`config.mk`:
```
export PLATFORM = sky130hd
export DESIGN_NAME = cla_addsub_mc
export DESIGN_NICKNAME = d
export VERILOG_FILES = /design/src/rtl/cla_addsub_mc.sv
export SDC_FILE = /design/constraint.sdc
export NUM_CORES = 1
export LEC_CHECK = 0
export BUFFER_PORTS_ARGS = -buffer_cell sky130_fd_sc_hd__buf_2
export CAP_MARGIN = 20
export CORE_UTILIZATION = 45
export DETAILED_ROUTE_END_ITERATION = 8
export GPL_TIMING_DRIVEN = 0
export PLACE_DENSITY = 0.66
export REMOVE_ABC_BUFFERS = 1
export SLEW_MARGIN = 20
export SYNTH_ARGS = -nofsm -noshare
export SYNTH_HDL_FRONTEND = slang
export SYNTH_SLANG_ARGS = --single-unit
```
`constraint.sdc`:
```
create_clock -name clk -period 8.3 [get_ports clk]
set_input_delay 1.245 -clock clk [delete_from_list [all_inputs] [get_ports clk]]
set_output_delay 1.245 -clock clk [all_outputs]
set_load 0.03 [all_outputs]
```
`src/rtl/cla_addsub_mc.sv`:
```
// Multi-cycle add/subtract unit resolving SLICE bits per cycle with a carry-lookahead slice.
// Optional signed saturation is enabled by defining CLA_ADDSUB_SAT_EN (adds the sat input).
module cla_addsub_mc #(
    parameter int WIDTH = 16,
    parameter int SLICE = 4
) (
    input  logic             clk,
    input  logic             rst_n,
`ifdef CLA_ADDSUB_SAT_EN
    input  logic             sat,
`endif
    input  logic             start,
    input  logic [1:0]       op,
    input  logic [WIDTH-1:0] x,
    input  logic [WIDTH-1:0] y,
    output logic             busy,
    output logic             done,
    output logic [WIDTH-1:0] z,
    output logic             carry,
    output logic             overflow,
    output logic             negative,
    output logic             zero
);

    localparam int K    = WIDTH / SLICE;
    localparam int IDXW = (K > 1) ? $clog2(K) : 1;
    localparam logic [IDXW-1:0] LAST_IDX = IDXW'(K - 1);

    typedef enum logic {
        IDLE,
        RUN
    } state_t;

    state_t           state_q;
    logic [IDXW-1:0]  sliceIdx_q;
    logic [WIDTH-1:0] xOp_q;
    logic [WIDTH-1:0] yOp_q;
    logic [WIDTH-1:0] sum_q;
    logic             sliceCin_q;
    logic             satOp_q;
    logic             busy_q;
    logic             done_q;
    logic [WIDTH-1:0] z_q;
    logic             carry_q;
    logic             overflow_q;
    logic             negative_q;
    logic             zero_q;

    logic             satIn;
    logic [SLICE-1:0] sliceA;
    logic [SLICE-1:0] sliceB;
    logic [SLICE-1:0] gen;
    logic [SLICE-1:0] prop;
    logic [SLICE:0]   carries;
    logic [SLICE-1:0] sliceSum;
    logic             term;
    logic             prodTerm;
    logic [WIDTH-1:0] sumFull;
    logic             ovf;
    logic [WIDTH-1:0] z_d;

`ifdef CLA_ADDSUB_SAT_EN
    assign satIn = sat;
`else
    assign satIn = 1'b0;
`endif

    assign sliceA = xOp_q[sliceIdx_q*SLICE +: SLICE];
    assign sliceB = yOp_q[sliceIdx_q*SLICE +: SLICE];

    // Each carry is a flat sum of generate/propagate products rather than a ripple chain.
    always_comb begin
        gen        = sliceA & sliceB;
        prop       = sliceA ^ sliceB;
        carries    = '0;
        carries[0] = sliceCin_q;
        term       = 1'b0;
        prodTerm   = 1'b0;
        for (int k = 0; k < SLICE; k++) begin
            term = sliceCin_q;
            for (int j = 0; j <= k; j++) begin
                term = term & prop[j];
            end
            for (int j = 0; j <= k; j++) begin
                prodTerm = gen[j];
                for (int m = j + 1; m <= k; m++) begin
                    prodTerm = prodTerm & prop[m];
                end
                term = term | prodTerm;
            end
            carries[k+1] = term;
        end
        sliceSum = prop ^ carries[SLICE-1:0];
    end

    always_comb begin
        sumFull = sum_q;
        sumFull[sliceIdx_q*SLICE +: SLICE] = sliceSum;
        ovf = (xOp_q[WIDTH-1] == yOp_q[WIDTH-1]) && (sumFull[WIDTH-1] != xOp_q[WIDTH-1]);
        z_d = sumFull;
        if (satOp_q && ovf) begin
            z_d = xOp_q[WIDTH-1] ? {1'b1, {(WIDTH-1){1'b0}}} : {1'b0, {(WIDTH-1){1'b1}}};
        end
    end

    // The operand register holds y already inverted for subtraction.
    always_ff @(posedge clk or negedge rst_n) begin
        if (!rst_n) begin
            state_q    <= IDLE;
            sliceIdx_q <= '0;
            xOp_q      <= '0;
            yOp_q      <= '0;
            sum_q      <= '0;
            sliceCin_q <= 1'b0;
            satOp_q    <= 1'b0;
            busy_q     <= 1'b0;
            done_q     <= 1'b0;
            z_q        <= '0;
            carry_q    <= 1'b0;
            overflow_q <= 1'b0;
            negative_q <= 1'b0;
            zero_q     <= 1'b0;
        end else begin
            done_q <= 1'b0;
            case (state_q)
                IDLE: begin
                    if (start) begin
                        xOp_q      <= x;
                        yOp_q      <= op[0] ? ~y : y;
                        sliceCin_q <= op[1] ? carry_q : op[0];
                        satOp_q    <= satIn;
                        sliceIdx_q <= '0;
                        sum_q      <= '0;
                        busy_q     <= 1'b1;
                        state_q    <= RUN;
                    end
                end
                RUN: begin
                    sum_q      <= sumFull;
                    sliceCin_q <= carries[SLICE];
                    sliceIdx_q <= sliceIdx_q + 1'b1;
                    if (sliceIdx_q == LAST_IDX) begin
                        state_q    <= IDLE;
                        busy_q     <= 1'b0;
                        done_q     <= 1'b1;
                        z_q        <= z_d;
                        carry_q    <= carries[SLICE];
                        overflow_q <= ovf;
                        negative_q <= z_d[WIDTH-1];
                        zero_q     <= (z_d == '0);
                    end
                end
                default: state_q <= IDLE;
            endcase
        end
    end

    assign busy     = busy_q;
    assign done     = done_q;
    assign z        = z_q;
    assign carry    = carry_q;
    assign overflow = overflow_q;
    assign negative = negative_q;
    assign zero     = zero_q;

endmodule

```
-- Word level (Yosys, flattened, before mapping)
Index checks and enable logic that the tools add are counted.
Widths: inputs -> output; s select.
- equal/unequal tests: 5
- reductions and logical operators: 5
- $add $sub $neg: 2
- bitwise logic cells: 25
- muxes and demuxes: 17
- shift-type cells: 4
- operators with widths (operator ; number):
    $neg 4->34 ; 1
    $shift 4x34->16 const A ; 1
    $shiftx 4x34->16 ; 1
    $mux 16 ; 2
    $pmux 16 s2 ; 1
    $shiftx 16x5->4 ; 2
    $bwmux 16 ; 1
    $logic_not 16->1 ; 1
    $not 16->16 ; 1
    $and 1x1->1 ; 10
    $or 1x1->1 ; 10
    $mux 1 ; 8
    $xor 4x4->4 ; 2
    $pmux 1 s2 ; 3
    $reduce_and 2->1 ; 3
    $and 4x4->4 ; 1
    $pmux 2 s2 ; 1
    $add 2x1->2 const B ; 1
    $eq 2x2->1 const B ; 1
    $mux 2 ; 1
    $ne 2x1->1 const B ; 1
    $ne 2x2->1 const B ; 1
    $eq 1x1->1 ; 1
    $logic_and 1x1->1 ; 1
    2 further kinds ; 2
- bits of input ports: 37
- logic and storage cells: 71
- register bits: 74
- output and inout port bits: 22

-- Longest topological paths before layout
Gate-level depths: netlist of run 1.
- depth after elaboration: 13
- gate-level depth with buffers: 10
- depth with buffers taken out: 8

-- Least setup slack after synthesis of run 1
No wires, ideal clock.
- path kind: reg2reg
- start: register sliceIdx_q[0]
- end: register overflow_q (netlist: overflow)
- period minus slack after synthesis: 2.986 ns
- buffers on the path: 2
- stages on the path, launching flop included: 11
- data arrival time: 2.904 ns
- path slack: 5.314 ns
- required time: 8.218 ns
- library setup time: 0.082 ns
- path through: dfrtp_1 clkbuf_2 buf_2 mux4_2 ha_1 ha_1 o21ai_0 a21o_1 a211oi_2 or3_1 a31oi_1
- word-level cells in the longest chain between the ends: 13
- elaborated cells between the ends (all ways): 25
- classes of those cells: 1 x add/sub; 2 x eq/ne; 4 x shift; 1 x mux; 15 x bitwise; 2 x reduce/logical
- ends and longest elaborated chain (element ; RTL line ; RTL):
    start: declaration ; 35 ; logic [IDXW-1:0] sliceIdx_q;
    start signal: assignment ; 141 ; sliceIdx_q <= sliceIdx_q + 1'b1;
    $shiftx 16x5->4 (on tied branches) ; 68, 69 ;
    $xor 4x4->4 ; 74 ; prop = sliceA ^ sliceB;
    $and 1x1->1 (3 in a row) ; 82 ; term = term & prop[j];
    $or 1x1->1 (3 in a row) ; 89 ; term = term | prodTerm;
    $xor 4x4->4 ; 93 ; sliceSum = prop ^ carries[SLICE-1:0];
    $shiftx 4x34->16 ; 98 ; sumFull[sliceIdx_q*SLICE +: SLICE] = sliceSum;
    $bwmux 16 ; 98 ;
    $ne 1x1->1 ; 99 ; ovf = (xOp_q[WIDTH-1] == yOp_q[WIDTH-1]) && (sumFull[WIDTH-1] != xOp_q[WIDTH-1]);
    $logic_and 1x1->1 ; 99 ;
    end signal: assignment ; 148 ; overflow_q <= ovf;
    end: declaration ; 45 ; logic overflow_q;
Several ways; a longest one is shown, not always the timed one.
A chain may end at the register's enable or synchronous reset.

-- Worst setup path in the final report of run 1
- start: register sliceIdx_q[0]
- end: register z_q[6] (netlist: z[6])
- word-level cells in the longest chain between the ends: 11
- elaborated cells between the ends (all ways): 23
- classes of those cells: 1 x add/sub; 1 x eq/ne; 4 x shift; 1 x mux; 15 x bitwise; 1 x reduce/logical
- ends and longest elaborated chain (element ; RTL line ; RTL):
    $shiftx 16x5->4 (on tied branches) ; 68, 69 ;
    $xor 4x4->4 ; 74 ;
    $and 1x1->1 (3 in a row) ; 82 ;
    $or 1x1->1 (3 in a row) ; 89 ;
    $xor 4x4->4 ; 93 ;
    $shiftx 4x34->16 ; 98 ;
    $bwmux 16 ; 98 ;
    end signal: assignment ; 146 ; z_q <= z_d;
    end: declaration ; 43 ; logic [WIDTH-1:0] z_q;
Several ways; a longest one is shown, not always the timed one.

==> results of run 1 <==
kinds of logic after synthesis:
family          after synthesis  share of synthesized area
fa+ha+maj                    12                     0.0424
compound gates               61                     0.0969
mux                          45                      0.157
buf+inv                      32                     0.0397
simple gates                 88                      0.126
xor+xnor                     20                     0.0471
flops                        73                      0.491
cells in the final DEF (no fill, tap or decap), types with 2 or more instances in the layout:
master,synthesis,final
a21o_1,2,2
a21oi_1,20,20
a22oi_1,2,2
and4bb_2,3,3
buf_12,0,2
buf_2,3,57
clkbuf_1,12,2
clkbuf_8,0,10
dfrtp_1,73,72
ha_1,11,11
inv_1,11,11
mux2_2,26,26
mux2i_1,11,11
mux4_2,8,8
nand2_1,27,27
nand2b_1,15,14
nor2_1,19,19
nor2b_1,6,6
nor3_1,5,5
nor4_1,2,2
nor4b_1,3,3
o21ai_0,24,24
o22ai_1,2,2
o31ai_1,5,5
xnor2_1,18,18
xor2_1,2,2
area by class of cell:
cell class	count	area (µm²)	area share
Inverter	11	41.3	0.00977
Clock inverter	1	5.00	0.00118
Clock buffer	12	145	0.0343
Sequential cell	73	1830	0.433
Multi-Input combinational cell	226	1750	0.413
Timing Repair Buffer	60	333	0.0787
Tap cell	102	128	0.0302
Yosys cell counts (3+ instances only):
| master | number | share of area |
|---|---|---|
| mux2_2 | 26 | 0.079 |
| xnor2_1 | 18 | 0.042 |
| mux2i_1 | 11 | 0.030 |
| clkbuf_1 | 12 | 0.012 |
| nand2b_1 | 15 | 0.025 |
| dfrtp_1 | 73 | 0.49 |
| mux4_2 | 8 | 0.048 |
| nor2b_1 | 6 | 0.010 |
| ha_1 | 11 | 0.037 |
| nand2_1 | 27 | 0.027 |
| nor4b_1 | 3 | 0.0071 |
| a21oi_1 | 20 | 0.027 |
| o31ai_1 | 5 | 0.010 |
| o21ai_0 | 24 | 0.032 |
| buf_2 | 3 | 0.0040 |
| nor3_1 | 5 | 0.0067 |
| inv_1 | 11 | 0.011 |
| and4bb_2 | 3 | 0.010 |
| nor2_1 | 19 | 0.019 |
worst max-delay path, stage by stage, from the launching register on:
cell      delay (ns)
dfrtp_1         0.91
mux4_2          0.64
ha_1            0.31
ha_1            0.17
o21ai_0         0.43
nand2b_1        0.20
xor2_1          0.44
a22oi_1         0.17
a21oi_1         0.20
layer usage:
metal,vias to the layer above,GRT usage,routed length [µm]
li1,1250,-,-
met1,1215,0.246,3290
met2,54,0.301,3350
met3,8,0.0468,310
met4,0,0.0641,92
met5,-,0,0
registers in the layout, summed over array words and instances (netlist names):
signal / flops
sum_q: 16
zero: 1
carry: 1
state_q: 1
sliceIdx_q: 2
overflow: 1
sliceCin_q: 1
busy: 1
yOp_q: 16
done: 1
z: 16
xOp_q: 16
stage by stage:
step	instance area [µm²]	setup WS, ns
6_report	4230	4.75
5_1_grt	4230	4.41
3_5_place_dp	4080	4.80
4_1_cts	4230	4.75
3_3_place_gp	4030	4.83
2_1_floorplan	3610	5.33
power groups by stage:
stage | clock, mW | sequential [mW] | combinational (mW)
6_report | 0.229 | 0.640 | 0.938
5_1_grt | 0.252 | 0.666 | 1.05
4_1_cts | 0.238 | 0.643 | 0.947
3_5_place_dp | 0 | 0.648 | 0.941
3_3_place_gp | 0 | 0.641 | 0.918
2_1_floorplan | 0 | 0.692 | 0.631
path summary, 6_finish.rpt:
path                               start    endpoint  slack (ns)  cells past startpoint
max                        sliceIdx_q[0]        z[6]        4.75                      8
min                             yOp_q[5]    yOp_q[5]        0.48                      2
max reg2reg                sliceIdx_q[0]        z[6]        4.75                      8
min reg2reg                     yOp_q[5]    yOp_q[5]        0.48                      2
max in group asynchronous          rst_n  sliceCin_q        6.86                      2
min in group asynchronous          rst_n        done        0.88                      1
==> metrics, run 1 <==
Starting Density 0.474; max_cap viols 0; asr flop ratio synth 1.00; vias in the first global route between 2000 and 3000; Final HPWL DP 4.93 mm; total die area roughly 8600 µm²; Worst IR Drop VDD 0.201 mV; grt ovf 0; clk buf depth 2; Required @ worst endpoint approximately 8.6 ns; Die W ~93 µm; setup repair bufs after CTS 0; Resized Gates After CTS 0; Leak 1.96 nW; final std cells w/o fill a little under 500; fin crit period roughly 3.5 ns; final period utilization 0.428; Slew @ Worst Pin 0.867 ns; RSZ-0062 raised after global routing no; H-tree levels 3; CTS Hold Bufs 0; Logic pwr share 0.519; Ports slightly below 60; smallest hold slack just under 0.5 ns; Slew Limit Fails 0; Hold Crit Class flip-flop to flip-flop; Die Y a little over 90 µm; net switching power 0.787 mW; Clock power frac 0.127; Num CTS Buffers 9; synthesized cell area 3720 µm²; Crit Path Category flip-flop to flip-flop; Final Hold Vio Count 0; Reg power frac 0.354; Row Count 32; Pwr Total about 1.8 mW; Detail Route Antenna Nets 0; aggregate global-route resource usage 0.187; worst rel slew slack 0.422; TritonRoute pass-1 iters 4; drt drc 0; largest net degree at the start of global routing between 40 and 50; Mapped Cells 331; global-route wire length before repair approximately 12 mm; syn avg cell area ~11 µm²; outcome complete, no violations; Synth Flop Type dfrtp_1; filler instances around 740; Crit. End Element flip-flop; vias per cell 5.21; final design utilization 0.539; antenna cells 0; count of clock tree sinks 73; Setup violations, final 0; switch share 0.436; CTS root buffer clkbuf_8; setup TNS 0 ns; total detailed-routing wirelength 7.04 mm; Via Count roughly 2500; clock skew about 0.0036 ns; initial antenna violation count 0; Clock Latency Late Sink ~0.34 ns; startpoint types flip-flop; FMAX ~280 MHz; post-synthesis sequential area ratio 0.491; drt wl/cell between 10 and 15 µm; critical path fanouts, max 21; # port buffers 58; Unique masters post-synth 42; cell-internal power a little over 1 mW; synth warn 0; pwr/cell area around 430 nW/µm²; CORE AREA about 7800 µm²; DRT iter0 DRCs 100; Final #Nets 430; fraction of layout cells with a size suffix above 1 0.295; Worst-path clk slew around 0.070 ns; synthesis-to-layout area growth 13.7%; placed cell count approximately 470; CP arrival around 3.8 ns; CTS tree built; Post-synth EDFFs 0; register bit total from synthesis between 70 and 80; gpl congestion between 0.7 and 0.8
(Power assumes the default switching activity.)
==> run 2, diff against run 1 <==
clock period = 3.5 ns   (was 8.3 ns; I/O delays follow)
==> run 2 against run 1 <==
Non-clock buffer count unchanged. Clock skew about the same. Clock-buffer cell count unchanged. First-iteration DRC count unchanged. Maximum frequency up 11%. Global-route usage unchanged. Combinational power up 140%. Critical path type unchanged. Largest cell class unchanged. Largest power group unchanged.
==> metrics, run 2 (synthesis results as in run 1) <==
# port buffers between 50 and 60; Final Hold Vio Count 0; Setup violations, final 0; Crit. Startpoint sliceIdx_q[0]; fin crit period 3.19 ns; Die W slightly above 90 µm; RSZ-0062 raised after global routing no; largest stage delay on the critical path 0.61 ns; Critical Path Slowest Stage Cell dfrtp_4; Crit. End Element flip-flop; most common cell after layout, fill and taps aside dfrtp_1; fin worst setup slack a little over 0.3 ns; Final #Nets 430; antenna cells 0; H-tree levels 3; aggregate global-route resource usage 0.187; CTS root buffer clkbuf_8; FMAX 313 MHz; Worst-path clk slew about 0.070 ns; Ports 59; worst flop-to-flop path startpoint sliceIdx_q[0]; Crit Path Category flip-flop to flip-flop; grt ovf 0; outcome complete, no violations; TritonRoute pass-1 iters 4; setup TNS 0 ns; CORE AREA 7850 µm²; initial antenna violation count 0; Slew @ Worst Pin between 0.6 and 0.7 ns; gpl congestion around 0.75; setup repair bufs after CTS 0; Via Count ~2500; drt wl/cell roughly 15 µm; count of clock tree sinks between 70 and 80; worst path cell trace mux4_2 -> ha_1 -> ha_1 -> o21ai_0 -> nand2b_1 -> xor2_1 -> a22oi_1 -> a21oi_1; total detailed-routing wirelength between 7 and 8 mm; Die Y just over 90 µm; Metal-1 WL ~3.3 mm; Row Count 32; Final HPWL DP just under 5 mm; R2R cell count 8; top layer in use met4; global-route wire length before repair 12.4 mm; Slew Limit Fails 0; cell mode on critical path ha_1; Detail Route Antenna Nets 0; critical path fanouts, max 21; pwr/cell area 1010 nW/µm²; clk buf depth 2; final period utilization 0.912; R2R setup slack slightly above 0.3 ns; startpoint types flip-flop; max_cap viols 0; largest net degree at the start of global routing 42; Worst R2R End z[6]; worst rel slew slack 0.562; total die area 8630 µm²; CTS tree built; Starting Density 0.474; synthesis-to-layout area growth 13.8%; Required @ worst endpoint around 3.8 ns; setup slack at placement a little over 0.004 ns; fraction of layout cells with a size suffix above 1 0.298; Num CTS Buffers 9; most frequent cells in the layout 71 x dfrtp_1, 57 x buf_2, 27 x nand2_1, 26 x mux2_2, 24 x o21ai_0; DR WL met3 308 µm; vias per cell ~5.2; Worst IR Drop VDD ~0.48 mV; filler instances roughly 740; Hold Crit Class input port to async pin; vias in the first global route ~2600; drt drc 0; DRT iter0 DRCs 100; routed wl met2 3.35 mm; Clock Latency Late Sink about 0.34 ns; clock skew ~0.0036 ns; Leak just under 2 nW; CP arrival about 3.5 ns
==> run 2: worst max-delay path: cells and delay by family (launching register included) <==
kind / cells / cell delay [ns]
DFF: 1 / 0.61
muxes: 1 / 0.59
xor gates and xnor gates: 1 / 0.43
and+or+nand+nor: 1 / 0.20
adders and majority gates: 2 / 0.48
AOI/OAI and AO/OA: 3 / 0.80
==> run 2: report_power, final <==
| part | internal (mW) | switching [mW] |
|---|---|---|
| combinational | 0.941 | 1.28 |
| clock | 0.264 | 0.278 |
| sequential | 1.22 | 0.305 |
| total | 2.42 | 1.87 |
==> run 2: layer usage <==
layer	up-vias	track usage
met1	1213	0.246
met4	0	0.0641
met2	54	0.301
li1	1249	-
met5	-	0
met3	8	0.0468
==> run 2: worst max-delay path by stage <==
| stage | endpoint | slack, ns |
|---|---|---|
| 5_1_grt | z[6] | 0.05 |
| 3_5_place_dp | sum_q[10] | 0.004 |
| 4_1_cts | sum_q[10] | 0.23 |
| 3_3_place_gp | z[6] | 0.03 |
| 6_report | z[6] | 0.31 |
| 2_1_floorplan | overflow | 0.53 |
==> run 2: repair_timing <==
action / CTS / global route
gates resized for setup: 1 / 1
endpoints found under the setup margin: 8 / 5
hold buffers: 0 / 0
endpoints found under the hold margin: 0 / 0
==> run 2: cell type report <==
cell class	instances	area (µm²)	area share
Clock inverter	1	5.00	0.00118
Sequential cell	73	1830	0.433
Tap cell	102	128	0.0302
Clock buffer	12	145	0.0343
Timing Repair Buffer	60	333	0.0787
Inverter	11	41.3	0.00976
Multi-Input combinational cell	226	1750	0.413
==> run 2: stage by stage <==
stage	instances	power, mW	util	instance area [µm²]	hold slack [ns]
after floorplan	310	3.14	-	3610	0.229
after global placement	470	3.70	0.513	4030	0.456
after detailed placement	472	3.77	0.519	4080	0.469
after CTS	485	4.34	0.539	4230	0.179
after global routing	485	4.66	0.539	4230	0.183
final	485	4.29	0.539	4230	0.161
